<file path="config.mk">
export PLATFORM = sky130hd
export DESIGN_NAME = echo_stream_arbiter
export DESIGN_NICKNAME = d
export VERILOG_FILES = /design/src/rtl/echo_stream_arbiter.sv
export SDC_FILE = /design/constraint.sdc
export NUM_CORES = 1
export LEC_CHECK = 0
export ABC_AREA = 1
export BUFFER_PORTS_ARGS = -buffer_cell sky130_fd_sc_hd__buf_2
export CORE_AREA = 2 2 93 95
export CTS_CLUSTER_DIAMETER = 100
export DETAILED_ROUTE_END_ITERATION = 8
export DIE_AREA = 0 0 95 97
export PLACE_DENSITY = 0.79
export SYNTH_ARGS = -nofsm -noshare
export SYNTH_HDL_FRONTEND = slang
export SYNTH_SLANG_ARGS = --single-unit
</file>
<file path="constraint.sdc">
create_clock -name clk -period 3 [get_ports clk]
set_input_delay 0.3 -clock clk [delete_from_list [all_inputs] [get_ports clk]]
set_output_delay 0.3 -clock clk [all_outputs]
set_load 0.005 [all_outputs]
</file>
<file path="src/rtl/echo_stream_arbiter.sv">
// Round-robin sharing of one in-order stereo echo datapath between two sources.
// A tag FIFO remembers the source of every issued sample so each result goes back to it.
module echo_stream_arbiter #(
  parameter int audio_width     = 16,
  parameter int max_outstanding = 4
) (
  input  logic                              clk,
  input  logic                              reset,
  input  logic                              s0_valid,
  output logic                              s0_ready,
  input  logic [audio_width-1:0]            s0_left,
  input  logic [audio_width-1:0]            s0_right,
  input  logic                              s1_valid,
  output logic                              s1_ready,
  input  logic [audio_width-1:0]            s1_left,
  input  logic [audio_width-1:0]            s1_right,
  output logic                              p_i_valid,
  input  logic                              p_i_ready,
  output logic [audio_width-1:0]            p_i_left,
  output logic [audio_width-1:0]            p_i_right,
  input  logic                              p_o_valid,
  output logic                              p_o_ready,
  input  logic [audio_width-1:0]            p_o_left,
  input  logic [audio_width-1:0]            p_o_right,
  output logic                              r0_valid,
  input  logic                              r0_ready,
  output logic [audio_width-1:0]            r0_left,
  output logic [audio_width-1:0]            r0_right,
  output logic                              r1_valid,
  input  logic                              r1_ready,
  output logic [audio_width-1:0]            r1_left,
  output logic [audio_width-1:0]            r1_right,
  output logic [$clog2(max_outstanding):0]  o_count,
  output logic                              o_err_orphan
);

  localparam int PW = $clog2(max_outstanding);
  localparam int CW = PW + 1;
  localparam logic [CW-1:0] MAX_CNT = CW'(max_outstanding);

  logic                   p_i_valid_q, p_i_valid_d;
  logic [audio_width-1:0] p_i_left_q, p_i_left_d;
  logic [audio_width-1:0] p_i_right_q, p_i_right_d;
  logic                   rr_q, rr_d;
  logic                   tag_q [max_outstanding];
  logic                   tag_d [max_outstanding];
  logic [PW-1:0]          wr_ptr_q, wr_ptr_d;
  logic [PW-1:0]          rd_ptr_q, rd_ptr_d;
  logic [CW-1:0]          count_q, count_d;
  logic                   err_q, err_d;

  logic slot_free, can_issue, any_valid, grant_sel, accept;
  logic empty, head, pop;

  // Arbitration: the rr pointer only matters when both sources compete.
  always_comb begin
    slot_free = !p_i_valid_q || p_i_ready;
    can_issue = slot_free && (count_q < MAX_CNT);
    any_valid = s0_valid || s1_valid;
    grant_sel = (s0_valid && s1_valid) ? rr_q : s1_valid;
    accept    = can_issue && any_valid;
    s0_ready  = accept && !grant_sel;
    s1_ready  = accept && grant_sel;
  end

  // Result routing follows the oldest tag; a stalled head blocks everything behind it.
  always_comb begin
    empty     = (count_q == '0);
    head      = tag_q[rd_ptr_q];
    r0_valid  = p_o_valid && !empty && !head;
    r1_valid  = p_o_valid && !empty && head;
    r0_left   = p_o_left;
    r0_right  = p_o_right;
    r1_left   = p_o_left;
    r1_right  = p_o_right;
    p_o_ready = !empty && (head ? r1_ready : r0_ready);
    pop       = p_o_valid && p_o_ready;
  end

  always_comb begin
    p_i_valid_d = p_i_valid_q;
    p_i_left_d  = p_i_left_q;
    p_i_right_d = p_i_right_q;
    rr_d        = rr_q;
    tag_d       = tag_q;
    wr_ptr_d    = wr_ptr_q;
    rd_ptr_d    = rd_ptr_q;
    count_d     = count_q;
    err_d       = err_q || (p_o_valid && empty);

    if (accept) begin
      p_i_valid_d     = 1'b1;
      p_i_left_d      = grant_sel ? s1_left : s0_left;
      p_i_right_d     = grant_sel ? s1_right : s0_right;
      tag_d[wr_ptr_q] = grant_sel;
      wr_ptr_d        = wr_ptr_q + 1'b1;
      rr_d            = !grant_sel;
    end else if (p_i_valid_q && p_i_ready) begin
      p_i_valid_d = 1'b0;
    end

    if (pop) begin
      rd_ptr_d = rd_ptr_q + 1'b1;
    end

    // Count includes the issue register as well as samples inside the datapath.
    case ({accept, pop})
      2'b10:   count_d = count_q + 1'b1;
      2'b01:   count_d = count_q - 1'b1;
      default: count_d = count_q;
    endcase
  end

  always_ff @(posedge clk or posedge reset) begin
    if (reset) begin
      p_i_valid_q <= 1'b0;
      p_i_left_q  <= '0;
      p_i_right_q <= '0;
      rr_q        <= 1'b0;
      for (int i = 0; i < max_outstanding; i++) tag_q[i] <= 1'b0;
      wr_ptr_q    <= '0;
      rd_ptr_q    <= '0;
      count_q     <= '0;
      err_q       <= 1'b0;
    end else begin
      p_i_valid_q <= p_i_valid_d;
      p_i_left_q  <= p_i_left_d;
      p_i_right_q <= p_i_right_d;
      rr_q        <= rr_d;
      tag_q       <= tag_d;
      wr_ptr_q    <= wr_ptr_d;
      rd_ptr_q    <= rd_ptr_d;
      count_q     <= count_d;
      err_q       <= err_d;
    end
  end

  assign p_i_valid    = p_i_valid_q;
  assign p_i_left     = p_i_left_q;
  assign p_i_right    = p_i_right_q;
  assign o_count      = count_q;
  assign o_err_orphan = err_q;

endmodule
</file>
== Word-level counts from Yosys, hierarchy flattened ==
Index checks and enable logic that the tools add are counted.
Storage, ports and cells
  logic and storage cells: 60
  bits in registers: 46
  output and inout port bits: 106
  input bits: 104
Cells by class
  reductions and logical operators: 23
  eq/ne operators: 2
  $add $sub $neg: 4
  multiplexer cells: 13
  order comparisons: 4
  bitwise gates (word level): 2
Operators with widths (number)
  $mux W16: 2
  $logic_and A1 B1 Y1: 13
  $mux W1: 7
  $ge A3 B3 Y1 const B: 2
  $not A2 Y3: 2
  $pmux W3 S2: 1
  $add A2 B1 Y2 const B: 2
  $bwmux W4: 1
  $logic_not A1 Y1: 4
  $reduce_bool A2 Y1: 2
  $add A3 B1 Y3 const B: 1
  $logic_not A3 Y1: 1
  $logic_or A1 B1 Y1: 3
  $lt A3 B1 Y1 const B: 1
  $lt A3 B3 Y1 const B: 1
  $sub A3 B1 Y3 const B: 1
  $bmux W1 S2: 1
  $demux W1 S2: 1
  $eq A2 B1 Y1 const B: 1
  $eq A2 B2 Y1 const B: 1

== Logic depth before layout (Yosys ltp) ==
Gate-level depths: netlist of the first run.
  word-level depth: 9
  depth in mapped cells: 13
  mapped depth without buffers: 13

== Worst setup path before layout of the first run ==
Ideal clock, no wire load.
  path kind: register -> register
  start: register p_i_valid_q, in the netlist p_i_valid
  end: register count_q[2], in the netlist o_count[2]
  arrival: 1.911 ns
  path buffers: 1
  period minus slack after synthesis: 2.042 ns
  required time: 2.869 ns
  cell stages (with the launch flop): 12
  library setup time: 0.131 ns
  setup slack: 0.958 ns
  cell sequence: dfrtp_1 > inv_1 > nor2_1 > nor2_4 > inv_4 > buf_2 > ha_1 > inv_1 > fa_1 > a21oi_1 > o21ai_0 > xor2_1
Between the ends
  cells in the longest elaborated chain, start to end: 6
  elaborated cells between the ends (all ways): 8
  classes of those cells: 2 x eq/ne; 1 x mux; 5 x reduce/logical
RTL lines
  from (decl): RTL line 41  | logic p_i_valid_q, p_i_valid_d;
  from (signal assigned): RTL line 126  | p_i_valid_q <= p_i_valid_d;
  $logic_not A1 Y1 *: RTL line 57  | slot_free = !p_i_valid_q || p_i_ready;
  $logic_or A1 B1 Y1 *: RTL line 57
  $logic_and A1 B1 Y1 *: RTL line 58  | can_issue = slot_free && (count_q < MAX_CNT);
  $logic_and A1 B1 Y1 *: RTL line 61  | accept = can_issue && any_valid;
  $eq A2 B1 Y1 or $eq A2 B2 Y1 (tied branches): RTL line 107  | case ({accept, pop})
  $pmux W3 S2 or $reduce_bool A2 Y1 (tied branches)
  to (signal assigned): RTL line 133  | count_q <= count_d;
  to (decl): RTL line 49  | logic [CW-1:0] count_q, count_d;
Every way passes the cells marked *; elsewhere a longest branch is shown, timed or not.
A chain may end at the register's enable or synchronous reset.

== Final worst setup path of the first run ==
  start: register count_q[2], in the netlist o_count[2]
  end: output s1_ready
Between the ends
  cells in the longest elaborated chain, start to end: 4
RTL lines
  $lt A3 B3 Y1: RTL line 58
  $logic_and A1 B1 Y1: RTL line 58
  $logic_and A1 B1 Y1: RTL line 61
  $logic_and A1 B1 Y1: RTL line 63  | s1_ready = accept && grant_sel;
  to (decl): RTL line 14  | output logic s1_ready,
No other way between the ends.

==> key figures, run 1 <==
Floorplanning
  – Row cnt: 33
  – Core area: just over 8000 um^2
  – DIE HEIGHT: 97 um
  – Initial Util: 34.4%
  – IO Count: 210
  – Die area: 9220 um^2
  – Die X: 95 um

Routing
  – DR vias/cell: 4.48
  – Drt pass-1 iters: 4
  – Iter 0 DRT Violations: 27
  – Routed WL: 5520 um
  – Final ANT Viol Nets: 0
  – DR WL/cell: about 11 um
  – Drt drc: 0
  – DR vias: 2,153

Clock network
  – TritonCTS clock tree: done
  – Setup Fix Bufs, Post-CTS: 0
  – Sink Count: 46
  – Maximum clock insertion buffer count: 2
  – Root buffer cell: clkbuf_8
  – Hold buffer count at CTS: 0
  – TritonCTS buffer count: 5
  – H-tree depth: 2
  – Post-CTS Resized: 0
  – Clock latency on the worst-skew pair: around 300 ps
  – Worst-path clk slew: 90 ps

Cells and area
  – Share of cells above drive strength 1: 39.4%
  – N_diodes: 0
  – Fin nets: about 490
  – Final std cells w/o fill: 481
  – Fillers: between 800 and 900
  – Area Growth Syn to Fin: 7.74%
  – Util after Layout: 37.0%

Logic synthesis
  – Synth area leader: dfrtp_1
  – Post-synth top flop: dfrtp_1
  – Top cells by count, synth: nand2_1, buf_4, dfrtp_1
  – Synth unique cells: 23
  – Syn Nets: 438
  – Sequential area share after synthesis: 41.2%
  – Yosys reg bits: 46
  – Area share of the leading cell type in the synthesized netlist: 41.2%
  – Post-synth ARST share: between 90% and 100%
  – Synth Area per Inst: between 8 and 9 um^2
  – Synth warn: 0
  – Synth area leaders: dfrtp_1, buf_4, nand2_1, nand3_2, nand3_1
  – Most frequent cell after synthesis: nand2_1
  – Cells after synthesis: ~330
  – Cell area after synthesis: 2800 um^2
  – Post-synth EDFFs: 0

Placed design
  – I/O Buffers: 113
  – Dpl hpwl: 4220 um
  – Placed Instances: between 400 and 500
  – Placer Congestion: about 0.71

Timing
  – Relative slew slack: 36.5%
  – Max Freq: 450 MHz
  – Minimum clock period: approximately 2200 ps
  – Final Setup Violations: 0
  – Skew final: 8.18 ps
  – Worst-margin pin slew: 952 ps
  – Fin. Hold Viols: 0
  – Sum Neg Setup Slack: 0 ps
  – Pins Over Slew Limit: 0
  – Tcrit/Tclk final: 74.0%
  – RSZ-0062 raised after global routing: false

Setup path
  – CP max stage cell: nor2_8
  – Crit path max fanout: 36
  – Crit path launch type: register
  – Reg2Reg Depth: 10
  – Worst endpoint required time: 2700 ps
  – Reg2reg end: o_count[2]
  – Worst Setup Path Type: reg -> out
  – Top delay family on crit path: simple AND/OR/NAND/NOR gates
  – R2R Path Start: p_i_valid
  – Cells along the critical path: inv_2, o21ai_2, nor2_4, inv_4, nor2_8, buf_2
  – CP Capture Type: primary output
  – Critical path's largest stage delay: 440 ps
  – Worst EP arrival: between 1500 and 2000 ps
  – R2r setup slk: 810 ps
  – CP bufs+invs: 3

Global routing
  – First-pass GRT wire length: roughly 9300 um
  – Antenna violations before repair: 0
  – GRT Overall Usage: 12.5%
  – Met2 GRT Util: 21.5%
  – Routing usage on met3: under 10%
  – GRT Residual Overflow: 0
  – Top Usage Layer GRT: met2
  – Via count of the first global-routing pass: between 2,000 and 2,500
  – GRT met1 Usage: 14.3%
  – Largest net degree at the start of global routing: 47

Flow run
  – MaxCap Viol Count: 0

Worst hold path
  – Hold EP: p_i_valid
  – WHS Path Cells: 2
  – Min-delay src: p_i_ready
  – HP Class: in -> reg

Pwr
  – PD cells: between 800 and 900 nW/um^2
  – Leak Pwr: 0.00171 uW
  – Max IR drop VDD: between 0.0002 and 0.0003 V
  – Total power: 2680 uW

Run status
  – Status: finished clean
-- routing by layer --
| metal | routed length, um | share of wire (%) |
|---|---|---|
| met4 | 126 | 2.3 |
| met2 | 2770 | 50 |
| met5 | 0 | 0 |
| met1 | 2190 | 40 |
| met3 | 429 | 7.8 |
-- worst max path at each step --
stage / depth (start not counted) / endpoint / start / slack [ps]
after global placement: 10 / o_count[2] / p_i_ready / 790
after global routing: 6 / s1_ready / o_count[2] / 580
after floorplan: 11 / o_count[2] / p_i_valid / 960
after CTS: 6 / s1_ready / o_count[2] / 740
after detailed placement: 10 / o_count[2] / p_i_ready / 750
final: 6 / s1_ready / o_count[2] / 780
-- flip-flops by register name (all words and copies together), names as in the netlist --
name / count
wr_ptr_q: 2
o_err_orphan: 1
rr_q: 1
tag_q: 4
rd_ptr_q: 2
p_i_right: 16
o_count: 3
p_i_valid: 1
p_i_left: 16
-- power by group --
group / internal (uW) / leakage [uW] / switching, uW / total, uW
sequential: 913 / 0.000565 / 180 / 1090
combinational: 530 / 0.00110 / 674 / 1200
clock: 164 / 0.0000441 / 215 / 379
total: 1610 / 0.00171 / 1070 / 2680
-- kinds of logic (layout without fill, tap and decap cells) --
| logic type | after synthesis | after routing | synth area share, % |
|---|---|---|---|
| xor+xnor | 4 | 4 | 1.25 |
| simple gates | 167 | 167 | 29.0 |
| compound gates | 13 | 13 | 2.55 |
| fa+ha+maj | 6 | 6 | 2.95 |
| buf+inv | 92 | 140 | 23.0 |
| flops | 46 | 46 | 41.2 |
-- worst reg2reg max path, stage by stage (launching register included) --
cell and delay [ps]:
dfrtp_1 350, inv_1 50, nor2_1 170, nor2_4 100, inv_4 340, ha_1 220
inv_1 60, fa_1 370, a21oi_1 140, o21ai_0 110, xor2_1 150
-- cell type report --
type	count	area, um^2	share of cell area (%)
sequential	46	1150	38.2
multi-input combinational	190	1000	33.2
timing repair buffer	113	566	18.8
tap	105	131	4.36
inverter	19	73.8	2.45
clock buffer	5	68.8	2.28
clock inverter	3	21.3	0.706
-- per-stage QoR --
stage / setup slack [ps] / cell area (um^2) / hold WS (ps)
2_1_floorplan: 958 / 2800 / 396
3_3_place_gp: 785 / 2920 / 434
3_5_place_dp: 753 / 2920 / 447
4_1_cts: 742 / 3010 / 183
5_1_grt: 576 / 3010 / 196
6_report: 780 / 3010 / 193
-- cell usage in the layout, fill, tap and decap left out --
master        n
clkbuf_8      5
nor2_1        4
nand3_2      19
clkinv_2      1
nand2_1     120
nand3_1      20
clkinvlp_4    1
xnor2_1       1
nor3_1        1
nor2_8        2
inv_4         1
ha_1          5
fa_1          1
clkinv_4      1
buf_2       113
o21ai_2       1
dfrtp_1      46
a21o_1        1
inv_1        15
inv_2         3
o21ai_0       8
a21oi_1       3
xor2_1        3
nor2_4        1
Power figures use the tool's default switching activity.
==> inputs of run 2 (changes only) <==
--- a/config.mk
+++ b/config.mk
@@ -5,12 +5,12 @@
 export SDC_FILE = /design/constraint.sdc
 export NUM_CORES = 1
 export LEC_CHECK = 0
-export ABC_AREA = 1
+export ABC_AREA = 0
 export BUFFER_PORTS_ARGS = -buffer_cell sky130_fd_sc_hd__buf_2
-export CORE_AREA = 2 2 93 95
+export CORE_AREA = 2 2 92 94
 export CTS_CLUSTER_DIAMETER = 100
 export DETAILED_ROUTE_END_ITERATION = 8
-export DIE_AREA = 0 0 95 97
+export DIE_AREA = 0 0 94 96
 export PLACE_DENSITY = 0.79
 export SYNTH_ARGS = -nofsm -noshare
 export SYNTH_HDL_FRONTEND = slang
==> constraint.sdc (replaced) <==
create_clock -name clk -period 2.2 [get_ports clk]
set_input_delay 0.22 -clock clk [delete_from_list [all_inputs] [get_ports clk]]
set_output_delay 0.22 -clock clk [all_outputs]
set_load 0.005 [all_outputs]
==> key figures, run 2 <==
Logic synthesis
  – Area share of the leading cell type in the synthesized netlist: 42.1% (was 41.2%)
  – Cell area after synthesis: 2730 um^2 (was 2800 um^2)
  – Most frequent cell after synthesis: buf_4 (was nand2_1)
  – Multiplexer share of the synthesized area: 4.21% (was 0%)
  – Synth Area in Compound Gates: 9.70% (was 2.55%)
  – Syn Nets: 419 (was 438)
  – Post-Synth Simple-Gate Area: 16.4% (was 29.0%)
  – Area share of fa/ha/maj cells after synthesis: 3.02% (was 2.95%)
  – Post-synth EDFFs: 0 (unchanged)
  – Post-synth top flop: dfrtp_1 (unchanged)
  – Cells after synthesis: 309 (was 328)
  – Sequential area share after synthesis: 42.1% (was 41.2%)
  – Synth warn: 0 (unchanged)
  – Largest family of logic cells by synthesized area: buffers and inverters (was simple AND/OR/NAND/NOR gates)
  – Synth unique cells: 27 (was 23)
  – Synth area leaders: dfrtp_1, buf_4, nand2_1, a31oi_1, nor2_1 (was dfrtp_1, buf_4, nand2_1, nand3_2, nand3_1)
  – Synth Area per Inst: 8.85 um^2 (was 8.53 um^2)
  – Top cells by count, synth: buf_4, nand2_1, dfrtp_1 (was nand2_1, buf_4, dfrtp_1)
  – Synth area leader: dfrtp_1 (unchanged)
  – Synthesized-area fraction occupied by xor and xnor cells: 1.60% (was 1.25%)
  – Yosys reg bits: 46 (unchanged)
  – Post-synth ARST share: 100% (unchanged)

Setup path
  – Worst Setup Path Type: reg -> reg (was reg -> out)
  – Critical path's largest stage delay: 430 ps (was 440 ps)
  – Worst endpoint required time: 2430 ps (was 2700 ps)
  – Crit path max fanout: 3 (was 36)
  – CP Capture Type: register (was primary output)
  – CP max stage cell: dfrtp_1 (was nor2_8)
  – Most frequent CP cell: mux2i_1
  – Crit path launch type: register (unchanged)
  – Worst EP arrival: 2370 ps (was 1920 ps)
  – Cells along the critical path: mux2i_1, mux2i_1, mux2i_1, nor2_1, ha_2, inv_2, fa_2, xor2_1, nor2_1, xor2_1 (was inv_2, o21ai_2, nor2_4, inv_4, nor2_8, buf_2)

Floorplanning
  – DIE HEIGHT: 96 um (was 97 um)
  – Die X: 94 um (was 95 um)
  – Row cnt: 33 (unchanged)
  – Initial Util: 34.0% (was 34.4%)
  – Die area: 9020 um^2 (was 9220 um^2)
  – Core area: 8050 um^2 (was 8130 um^2)
  – IO Count: 210 (unchanged)

Flow run
  – MaxCap Viol Count: 0 (unchanged)

Pwr
  – Leak Pwr: 0.00153 uW (was 0.00171 uW)
  – Sequential Power Share: 39.9% (was 40.9%)
  – Max IR drop VDD: 0.000365 V (was 0.000284 V)
  – PD cells: 1270 nW/um^2 (was 888 nW/um^2)
  – Psw: 1470 uW (was 1070 uW)
  – P_int: 2380 uW (was 1610 uW)
  – Clock power share: 13.7% (was 14.2%)
  – Switching share of total power: 38.2% (was 39.9%)
  – Comb pwr share: 46.4% (was 45.0%)

Cells and area
  – Fillers: 811 (was 845)
  – Share of cells above drive strength 1: 38.8% (was 39.4%)
  – Fin nets: 472 (was 485)
  – Most frequent cells in the layout: buf_2, nand2_1, dfrtp_1 (was nand2_1, buf_2, dfrtp_1)
  – Util after Layout: 37.7% (was 37.0%)
  – Most common cell after layout, fill and taps aside: buf_2 (was nand2_1)
  – Sequential cell area: 1150 um^2 (unchanged)
  – Area Growth Syn to Fin: 11.2% (was 7.74%)
  – Fin area: 3040 um^2 (was 3010 um^2)
  – Footprint of the multi-input gates: 968 um^2 (was 1000 um^2)
  – N_diodes: 0 (unchanged)

Clock network
  – TritonCTS buffer count: 5 (unchanged)
  – Maximum clock insertion buffer count: 2 (unchanged)
  – H-tree depth: 2 (unchanged)
  – Clock latency on the worst-skew pair: 290 ps (was 300 ps)
  – Worst-path clk slew: 100 ps (was 90 ps)
  – TritonCTS clock tree: done (unchanged)
  – Sink Count: 46 (unchanged)
  – Root buffer cell: clkbuf_8 (unchanged)

Global routing
  – Largest net degree at the start of global routing: 72 (was 47)
  – GRT Overall Usage: 12.9% (was 12.5%)
  – Via count of the first global-routing pass: 2,014 (was 2,076)
  – First-pass GRT wire length: 9210 um (was 9290 um)
  – Antenna violations before repair: 0 (unchanged)
  – GRT Residual Overflow: 0 (unchanged)

Routing
  – DR vias/cell: 4.58 (was 4.48)
  – Drt drc: 0 (unchanged)
  – Drt pass-1 iters: 4 (unchanged)
  – Iter 0 DRT Violations: 50 (was 27)
  – DR vias: 2,142 (was 2,153)
  – Final ANT Viol Nets: 0 (unchanged)
  – Routed WL: 6160 um (was 5520 um)
  – DR WL/cell: 13.2 um (was 11.5 um)

Placed design
  – Placer Congestion: 0.758 (was 0.713)
  – I/O Buffers: 113 (unchanged)
  – Dpl cell area: 2900 um^2 (was 2920 um^2)
  – Dpl hpwl: 4540 um (was 4220 um)

Timing
  – Pins Over Slew Limit: 0 (unchanged)
  – Relative slew slack: 55.5% (was 36.5%)
  – Skew final: 11.2 ps (was 8.18 ps)
  – Fin. Hold Viols: 0 (unchanged)
  – Worst-margin pin slew: 667 ps (was 952 ps)
  – Max Freq: between 400 and 500 MHz
  – Tcrit/Tclk final: 97.3%
  – Minimum clock period: about 2100 ps
  – RSZ-0062 raised after global routing: true (was false)
  – Final Setup Violations: 0 (unchanged)

Run status
  – Status: finished clean (unchanged)

Worst hold path
  – HP Class: in -> async (was in -> reg)
-- run 2: layout make-up --
type | instances | share of cell area (%)
repair buffers | 124 | 21.7
well taps | 105 | 4.32
inverters | 9 | 1.11
clock buffers | 5 | 2.26
clock inverters | 3 | 0.823
flip-flops and latches | 46 | 37.9
multi-input cells | 176 | 31.9
-- run 2: power by group through the flow --
stage | Combinational (uW) | Sequential [uW] | Clock [uW]
global placement | 1690 | 1520 | 0
CTS | 1790 | 1540 | 556
detailed placement | 1730 | 1560 | 0
finish | 1790 | 1540 | 527
global route | 2020 | 1590 | 587
floorplan | 1150 | 1550 | 0
-- run 2: repair_timing --
action,in CTS,in global routing
gates resized for setup,2,1
buffers inserted,3,2
pin swaps,2,3
hold buffers,0,0
endpoints found under the setup margin,1,1
-- run 2: final timing paths --
kind	startpoint	to	slack (ps)	cells after the start
min reg2reg	o_err_orphan	o_err_orphan	500	1
max in group asynchronous	reset	tag_q[3]	1740	3
max	rd_ptr_q[1]	o_count[2]	60	10
max reg2reg	rd_ptr_q[1]	o_count[2]	60	10
min	reset	p_i_left[12]	60	3
min in group clk	p_o_valid	o_err_orphan	160	2
-- run 2: worst max-delay path, delay by kind of cell, from the launching register on --
family                     cells  cell delay [ps]
adders and majority gates      2              530
muxes                          3              540
xor gates and xnor gates       2              300
DFF                            1              430
and+or+nand+nor                2              230
buffers and inverters          1               40
-- run 2: kinds of logic after synthesis --
group / after synthesis
AND/OR/NAND/NOR: 114
buffers and inverters: 87
flip-flops: 46
AO/OA/AOI/OAI: 40
multiplexers: 11
adder cells (fa/ha/maj): 6
XOR/XNOR: 5
-- run 2: per-stage QoR --
step,setup TNS (ps),std cells,worst slack [ps],power [uW],hold slack (ps)
after CTS,0,466,12.0,3890,77.7
after global placement,0,455,90.5,3210,405
after global routing,-117,468,-117,4200,121
after detailed placement,-53.4,455,-53.4,3290,415
final,0,468,59.0,3850,64.7
after floorplan,0,309,131,2710,337
-- run 2: layer usage --
layer | GRT usage, % | wire (um) | up-vias
met5 | 0 | 0 | -
met2 | 24.3 | 3200 | 59
li1 | - | - | 1042
met4 | 6.04 | 150 | 0
met1 | 13.6 | 2380 | 1020
met3 | 2.90 | 434 | 21
